$ cat src/rtl/shift_register_tapped.sv
// rtl/shift_register_tapped.sv - multi-bit delay line with clock enable, sync clear, selectable tap and fill tracking
module shift_register_tapped #(
  parameter int               WIDTH     = 1,
  parameter int               DEPTH     = 16,
  parameter logic [WIDTH-1:0] RESET_VAL = '0
) (
  input  logic                       clk,
  input  logic                       rst_n,
  input  logic                       en,
  input  logic                       clr,
  input  logic [WIDTH-1:0]           d,
  input  logic [$clog2(DEPTH)-1:0]   tap_sel,
  output logic [WIDTH-1:0]           q,
  output logic [WIDTH-1:0]           q_tap,
  output logic                       q_tap_valid,
  output logic [$clog2(DEPTH+1)-1:0] fill_count,
  output logic                       primed
);

  localparam int TW = $clog2(DEPTH);
  localparam int CW = $clog2(DEPTH + 1);

  // Tap index one bit wider so out-of-range selections can be detected
  localparam logic [TW:0]   DEPTH_EXT = (TW + 1)'(DEPTH);
  localparam logic [TW-1:0] LAST_IDX  = TW'(DEPTH - 1);
  localparam logic [CW-1:0] FULL      = CW'(DEPTH);

  logic [WIDTH-1:0] stage [DEPTH];
  logic [TW-1:0]    eff_idx;

  // Delay line: clear beats enable, enable beats hold
  always_ff @(posedge clk or negedge rst_n) begin
    if (!rst_n) begin
      for (int i = 0; i < DEPTH; i++) stage[i] <= RESET_VAL;
    end else if (clr) begin
      for (int i = 0; i < DEPTH; i++) stage[i] <= RESET_VAL;
    end else if (en) begin
      stage[0] <= d;
      for (int i = 1; i < DEPTH; i++) stage[i] <= stage[i-1];
    end
  end

  // Fill counter saturates at DEPTH so primed stays asserted on a long run
  always_ff @(posedge clk or negedge rst_n) begin
    if (!rst_n) begin
      fill_count <= '0;
    end else if (clr) begin
      fill_count <= '0;
    end else if (en && (fill_count != FULL)) begin
      fill_count <= fill_count + CW'(1);
    end
  end

  // Tap select clamps to the last stage; valid follows the clamped index
  always_comb begin
    eff_idx = tap_sel;
    if ({1'b0, tap_sel} >= DEPTH_EXT) eff_idx = LAST_IDX;
    q_tap       = stage[eff_idx];
    q_tap_valid = (fill_count > CW'(eff_idx));
  end

  assign q      = stage[DEPTH-1];
  assign primed = (fill_count == FULL);

endmodule

$ cat config.mk
export PLATFORM = sky130hd
export DESIGN_NAME = shift_register_tapped
export DESIGN_NICKNAME = d
export VERILOG_FILES = /design/src/rtl/shift_register_tapped.sv
export SDC_FILE = /design/constraint.sdc
export NUM_CORES = 1
export LEC_CHECK = 0
export ABC_AREA = 1
export CAP_MARGIN = 20
export CORE_MARGIN = 5
export CORE_UTILIZATION = 50
export CTS_CLUSTER_DIAMETER = 60
export DETAILED_ROUTE_END_ITERATION = 7
export PLACE_DENSITY_LB_ADDON = 0.1
export SYNTH_ARGS = -nofsm -noshare
export SYNTH_HDL_FRONTEND = slang
export SYNTH_SLANG_ARGS = --single-unit
$ cat constraint.sdc
create_clock -name clk -period 3.2 [get_ports clk]
set_input_delay 0.32 -clock clk [delete_from_list [all_inputs] [get_ports clk]]
set_output_delay 0.32 -clock clk [all_outputs]
set_load 0.03 [all_outputs]
After elaboration in Yosys (flattened, before gate mapping). Cells that the tools add are included.

Register bits after elaboration: 21. Bits in latches: 0. Bits in writable memories: 0. Memory bits (read-only): 0. Input bits: 9. Output and inout port bits: 9. Logic and storage cells: 33. Memories: 0.

Add/sub/neg operators: 1. Multipliers: 0. Divide/modulo/power cells: 0. Magnitude comparators: 2. Eq/ne operators: 2. Shifts and indexed selects: 0. Muxes and demuxes: 7. Bitwise logic cells: 1. Reduce and logical (&&, ||, !) cells: 3.

Operators with widths (count): $mux 16 (2); $mux 5 (2); $add 5x1->5 const B (1); $eq 5x5->1 const B (1); $ge 5x5->1 const B (1); $gt 5x4->1 (1); $ne 5x5->1 const B (1); $not 4->5 (1); $bmux 1 s4 (1); $reduce_bool 2->1 (2); $mux 1 (2); $logic_and 1x1->1 (1).

Longest topological paths before layout. Gate-level depths: netlist of run 1.

Depth after elaboration: 4. Gate-level depth with buffers: 9. Gate-level depth less buffers: 9.

Least setup slack after synthesis of run 1. OpenSTA, ideal clock, no wires.

Kind: flip-flop to output port. From: register fill_count[0]. To: output port q_tap_valid. Data arrival time: 1358 ps. Data required time: 2880 ps. Path slack: 1522 ps. Stages on the path, launching flop included: 8. Path buffers: 0. Cells stage by stage: dfrtp_1 > inv_1 > ha_1 > inv_1 > a21oi_1 > o21ai_0 > o21ai_0 > nand2_1.

Word-level cells in the longest chain between the ends: 1.

Ends and longest elaborated chain: from (decl) (RTL line 16) `output logic [$clog2(DEPTH+1)-1:0] fill_count,`; from (signal assigned) (RTL line 50) `fill_count <= fill_count + CW'(1);`; $gt 5x4->1 (RTL line 59) `q_tap_valid = (fill_count > CW'(eff_idx));`; to (decl) (RTL line 15) `output logic q_tap_valid,`.

Every way passes these cells.

Worst setup path in the final report of run 1.
From: input port tap_sel[1]. To: output port q_tap_valid.

Word-level cells in the longest chain between the ends: 1.

Ends and longest elaborated chain: from (decl) (RTL line 12) `input logic [$clog2(DEPTH)-1:0] tap_sel,`; $gt 5x4->1 (RTL line 59).

Every way passes these cells.

==> results of run 1 <==
## cell usage after synthesis, types with 2 or more instances
| master | count |
|---|---|
| nand2_1 | 43 |
| nand3_1 | 25 |
| inv_1 | 22 |
| dfrtp_1 | 21 |
| o21ai_1 | 19 |
| ha_1 | 6 |
| a21oi_1 | 4 |
| buf_4 | 3 |
| buf_2 | 2 |
| inv_2 | 2 |
| nor2_1 | 2 |
| o21ai_0 | 2 |
## metal layers
metal	track usage, %	vias up	wire length [µm]
li1	-	546	-
met1	22.7	494	1160
met2	29.8	31	1350
met3	2.41	0	177
met4	5.18	0	0
met5	0	-	0
## worst register-to-register path, stage by stage, from the launching register on
cell,delay [ps]
dfrtp_1,430
inv_1,150
ha_1,170
nand2_1,50
inv_1,50
nand2_1,80
nand2_1,110
nand2_2,110
nand3_1,80
o21ai_1,60
## cell usage in the layout (no fill, tap or decap), drive strengths merged
cell	Yosys	final
nand2	44	44
nand3	25	25
inv	25	25
dfrtp	21	21
o21ai	21	21
clkdlybuf4s50	0	17
ha	6	6
a21oi	4	4
clkbuf	0	4
nor2	3	3
nand4	1	1
xor2	1	1
xnor2	1	1
o31ai	1	1
buf	5	1
## per-stage QoR
| step | util [%] | instances | cell area [µm²] | power (mW) | hold slack (ps) |
|---|---|---|---|---|---|
| CTS | 61.7 | 202 | 1390 | 0.516 | 536 |
| global route | 62.9 | 203 | 1420 | 0.544 | 212 |
| floorplan | - | 158 | 1190 | 0.344 | 24.4 |
| detailed placement | 60.5 | 198 | 1370 | 0.386 | 508 |
| finish | 62.9 | 203 | 1420 | 0.514 | 223 |
| global placement | 60.5 | 198 | 1370 | 0.383 | 506 |
## power breakdown
| part | total (mW) | switching, mW | leakage, nW | internal, mW |
|---|---|---|---|---|
| clock network | 0.129 | 0.0807 | 0.0150 | 0.0486 |
| registers | 0.278 | 0.00682 | 0.290 | 0.271 |
| logic | 0.107 | 0.0645 | 0.369 | 0.0427 |
## cell type report
| type | count | area [µm²] | area share (%) |
|---|---|---|---|
| clock buffers | 4 | 26.3 | 1.85 |
| inverters | 25 | 96.3 | 6.79 |
| multi-input cells | 107 | 538 | 37.9 |
| flip-flops and latches | 21 | 526 | 37.0 |
| well taps | 28 | 35.0 | 2.47 |
| repair buffers | 18 | 198 | 13.9 |
## flip-flops by register name (all words and copies together) (netlist names)
register and flops:
fill_count 5, q 1, stage 15
## path summary, 6_finish.rpt
check,to,slack [ps]
max in group asynchronous,stage[11],2590
worst max register to register,fill_count[0],1800
min in group clk,stage[8],530
worst min register to register,stage[8],530
worst max-delay path,q_tap_valid,540
worst min-delay path,stage[1],220
## cell families after synthesis
logic type	synth area share, %
AND/OR/NAND/NOR	26.2
buffers and inverters	10.8
AO/OA/AOI/OAI	11.1
flip-flops	44.1
adder cells (fa/ha/maj)	6.30
XOR/XNOR	1.47
==> flow_metrics.py, run 1 <==
metrics = {
    "synthesis": {
        "seq_area_frac_synth_pct": 44.1,
        "async_flop_share_pct": 100,
        "synth-seq-cells": 21,
        "ys_warn_count": 0,
        "ys_top_cells_by_area": "dfrtp_1, nand2_1, nand3_1",
        "synth_top_area_share_pct": 44.1,
        "synth_ff_type": "dfrtp_1",
        "syn-num-nets": 173,
        "syn_inst": 158,
        "synthDistinctLibCells": 19,
        "synth_enable_flop_cells": 0,
        "synth_top_cell_by_area": "dfrtp_1",
        "synth_area_mm2": 0.00119,
        "avgSynthCellArea_um2": 7.55,
    },
    "timing": {
        "finalSetupViolCount": 0,
        "slew_violations": 0,
        "min_period_ps": 2660,
        "setup_tns_ps": 0,
        "finalClockSkew_ps": 12.1,
        "slew_headroom_pct": 47.4,
        "worst_slew_pin_slew_ps": 787,
        "hold_violations": 0,
        "fmax_mhz": 376,
        "worst_slack_ps": 543,
        "fin_crit_sh_pct": 83.0,
        "rsz0062_at_grt": "no",
    },
    "clocking": {
        "cts-resized-gates": 0,
        "path_clk_slew_ps": 120,
        "clock_latency_ps": 310,
        "cts_root_buf": "clkbuf_4",
        "cts_made_buffers": 3,
        "post-cts-setup-buffers": 0,
        "clkSinkCount": 21,
        "cts_tree": "yes",
        "postCtsHoldBufs": 0,
        "clock_path_buffers": 2,
        "cts_htree_levels": 1,
    },
    "grt": {
        "antenna_found_initial": 0,
        "grt_pass1_vias": 1026,
        "grt_max_degree": 22,
        "grt_pass1_wl_um": 4620,
        "grt_overflow": 0,
        "grt.total_usage_pct": 17.4,
    },
    "worst_hold_path": {
        "hp-class": "in2async",
    },
    "worst_setup_path": {
        "r2r_start": "fill_count[0]",
        "path_cells": "clkdlybuf4s50_1, inv_1, ha_1, a21oi_1, o21ai_0, o21ai_0, nand2_1, clkdlybuf4s50_1",
        "crit_family": "buffers and inverters",
        "crit_arrival_ps": 2340,
        "startpoint": "tap_sel[1]",
        "start_kind": "input port",
        "crit_required_ps": 2880,
        "cpPeakStageDelay_ps": 660,
        "r2r_cells": 9,
        "slowest_stage": "clkdlybuf4s50_1",
        "end_kind": "output pin",
        "critPathBufInv": 3,
        "path_max_fanout": 5,
        "critical_path_class": "in2out",
        "cp_num_cells": 8,
    },
    "power_and_ir_drop": {
        "ir_drop_uv": 289,
        "leakage_nw": 0.674,
        "power_density_mw_per_mm2": 362,
    },
    "layout": {
        "nets": 191,
        "num_antenna_cells": 0,
        "syn_to_final_growth_pct": 19.0,
        "drive_gt1_share_pct": 5.14,
        "fillers": 208,
    },
    "route": {
        "wl_per_cell_um": 13.2,
        "via_count": 1071,
        "ant_nets": 0,
        "first_pass_iters": 4,
        "routed_wl_um": 2690,
        "dr.first_iter.drc_count": 70,
        "drc": 0,
        "vias_per_cell": 5.28,
    },
    "floorplan": {
        "boundaryPins": 18,
        "start_util_pct": 52.9,
        "row_count": 17,
        "die-height_um": 58.8,
        "floorplan.die_area_mm2": 0.00346,
        "core_area_mm2": 0.00225,
        "die_w_um": 58.8,
    },
    "placement": {
        "numPortBuffers": 17,
        "routabilityCongestion": 0.904,
        "dpl_worst_slack_ps": 556,
        "hpwlAfterDp_um": 1950,
    },
    "run_status": {
        "status": "finished clean",
    },
    "flow_run": {
        "maxCapViolations": 0,
    },
}
Note: power is estimated with default switching activity, not from simulation.
==> inputs of run 2 (changes only) <==
==> constraint.sdc (replaced) <==
create_clock -name clk -period 2.6 [get_ports clk]
set_input_delay 0.26 -clock clk [delete_from_list [all_inputs] [get_ports clk]]
set_output_delay 0.26 -clock clk [all_outputs]
set_load 0.03 [all_outputs]
==> run 2 against run 1 <==
  * Routed wire length fell by 1.3%
  * Power grew 24%
  * Largest power group unchanged
  * Critical path depth did not move
  * Clock-buffer cell count unchanged
  * Core utilization is 0.44 points higher
  * Clock power rose by 26%
  * First-iteration DRC count shrank 30%
  * Setup slack got worse by 420 ps
  * Global-route usage is 1.1 points lower
  * Cell count grew 2.0%
==> flow_metrics.py, run 2 (synthesis results as in run 1) <==
metrics = {
    "timing": {
        "setup_tns_ps": 0,
        "worst_slack_ps": 119,
        "fmax_mhz": 403,
        "min_period_ps": 2480,
        "hold_violations": 0,
        "finalSetupViolCount": 0,
        "worst_slew_pin_slew_ps": 348,
        "slew_headroom_pct": 76.8,
        "slew_violations": 0,
        "finalClockSkew_ps": 5.56,
        "rsz0062_at_grt": "no",
        "fin_crit_sh_pct": 95.4,
        "fin_hold_ws_ps": 277,
    },
    "power_and_ir_drop": {
        "ir_drop_uv": 315,
        "sequentialPowerShare_pct": 53.5,
        "switchingPower_uw": 190,
        "power_density_mw_per_mm2": 446,
        "p_int_uw": 447,
        "p_sw_share_pct": 29.8,
        "combPwrFrac_pct": 21.1,
        "leakage_nw": 0.686,
        "pwr-share-clk_pct": 25.4,
        "total_power_uw": 637,
    },
    "worst_setup_path": {
        "rrSetupSlack_ps": 1240,
        "crit_arrival_ps": 2220,
        "path_cells": "clkdlybuf4s50_1, inv_1, ha_1, a21oi_1, o21ai_0, o21ai_0, nand2_1, clkdlybuf4s50_1",
        "end_kind": "output pin",
        "slowest_stage": "clkdlybuf4s50_1",
        "crit_required_ps": 2340,
        "startpoint": "tap_sel[1]",
        "cpPeakStageDelay_ps": 660,
        "r2r_end": "fill_count[1]",
        "path_max_fanout": 5,
        "start_kind": "input port",
        "r2r_cells": 9,
        "r2r_start": "fill_count[0]",
        "critical_path_class": "in2out",
    },
    "floorplan": {
        "core_area_mm2": 0.00225,
        "row_count": 17,
        "start_util_pct": 52.9,
        "die_w_um": 58.8,
        "die-height_um": 58.8,
        "boundaryPins": 18,
        "floorplan.die_area_mm2": 0.00346,
    },
    "placement": {
        "post-place-cells": 203,
        "numPortBuffers": 17,
        "routabilityCongestion": 0.984,
        "hpwlAfterDp_um": 1950,
        "dpl_worst_slack_ps": 120,
        "placed_cell_area_mm2": 0.00140,
    },
    "route": {
        "wl_per_cell_um": 12.8,
        "first_pass_iters": 4,
        "vias_per_cell": 5.19,
        "routed_wl_um": 2650,
        "ant_nets": 0,
        "drc": 0,
        "dr.first_iter.drc_count": 49,
        "via_count": 1074,
    },
    "layout": {
        "largest_reg_flops": 15,
        "utilization_pct": 63.4,
        "syn_to_final_growth_pct": 19.8,
        "final_area_mm2": 0.00143,
        "final_cell_count_no_fill": 207,
        "final_common_cell": "nand2_1",
        "top_register": "stage",
        "drive_gt1_share_pct": 7.26,
        "final_cell_mix": "nand2_1, nand3_1, inv_1",
        "nets": 195,
        "num_antenna_cells": 0,
    },
    "clocking": {
        "cts-resized-gates": 0,
        "cts_made_buffers": 3,
        "clock_path_buffers": 2,
        "clock_latency_ps": 310,
        "path_clk_slew_ps": 120,
        "postCtsHoldBufs": 0,
        "clkSinkCount": 21,
        "cts_tree": "yes",
        "post-cts-setup-buffers": 0,
        "cts_root_buf": "clkbuf_4",
        "cts_htree_levels": 1,
    },
    "grt": {
        "grt_pass1_wl_um": 4330,
        "grt.total_usage_pct": 16.3,
        "grt_max_degree": 22,
        "grt_pass1_vias": 957,
        "antenna_found_initial": 0,
        "grt_overflow": 0,
    },
    "flow_run": {
        "maxCapViolations": 0,
    },
    "run_status": {
        "status": "finished clean",
    },
    "worst_hold_path": {
        "hp-class": "in2async",
    },
}
[run 2: power by group through the flow]
stage          clock, mW  combinational, mW  sequential, mW
2_1_floorplan          0             0.0668           0.357
3_3_place_gp           0              0.131           0.348
3_5_place_dp           0              0.135           0.347
4_1_cts            0.166              0.135           0.341
5_1_grt            0.179              0.148           0.343
6_report           0.162              0.134           0.341
[run 2: layer usage]
metal  part of all wire (%)  routed length, µm  vias to the layer above  global-route usage (%)
li1                       -                  -                      546                       -
met2                     47               1240                       34                    27.8
met4                   0.94                 25                        0                    3.88
met3                    6.2                164                        4                    4.17
met1                     46               1220                      490                    20.5
met5                      0                  0                        -                       0
[run 2: final cells by class]
type | count | area [µm²]
inverters | 25 | 96.3
well taps | 28 | 35.0
repair buffers | 22 | 208
clock buffers | 4 | 26.3
multi-input cells | 107 | 538
fillers | 213 | 826
flip-flops and latches | 21 | 526
[run 2: how the worst max path moves through the flow]
| stage | end | slack (ps) | cells past startpoint |
|---|---|---|---|
| finish | q_tap_valid | 120 | 8 |
| global route | q_tap_valid | 40 | 8 |
| CTS | q_tap_valid | 120 | 8 |
| detailed placement | q_tap_valid | 120 | 8 |
| global placement | q_tap_valid | 180 | 8 |
| floorplan | q_tap_valid | 980 | 7 |
[run 2: critical path, delay by kind of cell]
family	cells	cell delay, ps
compound gates	3	330
fa+ha+maj	1	320
buf+inv	3	1240
simple gates	1	80
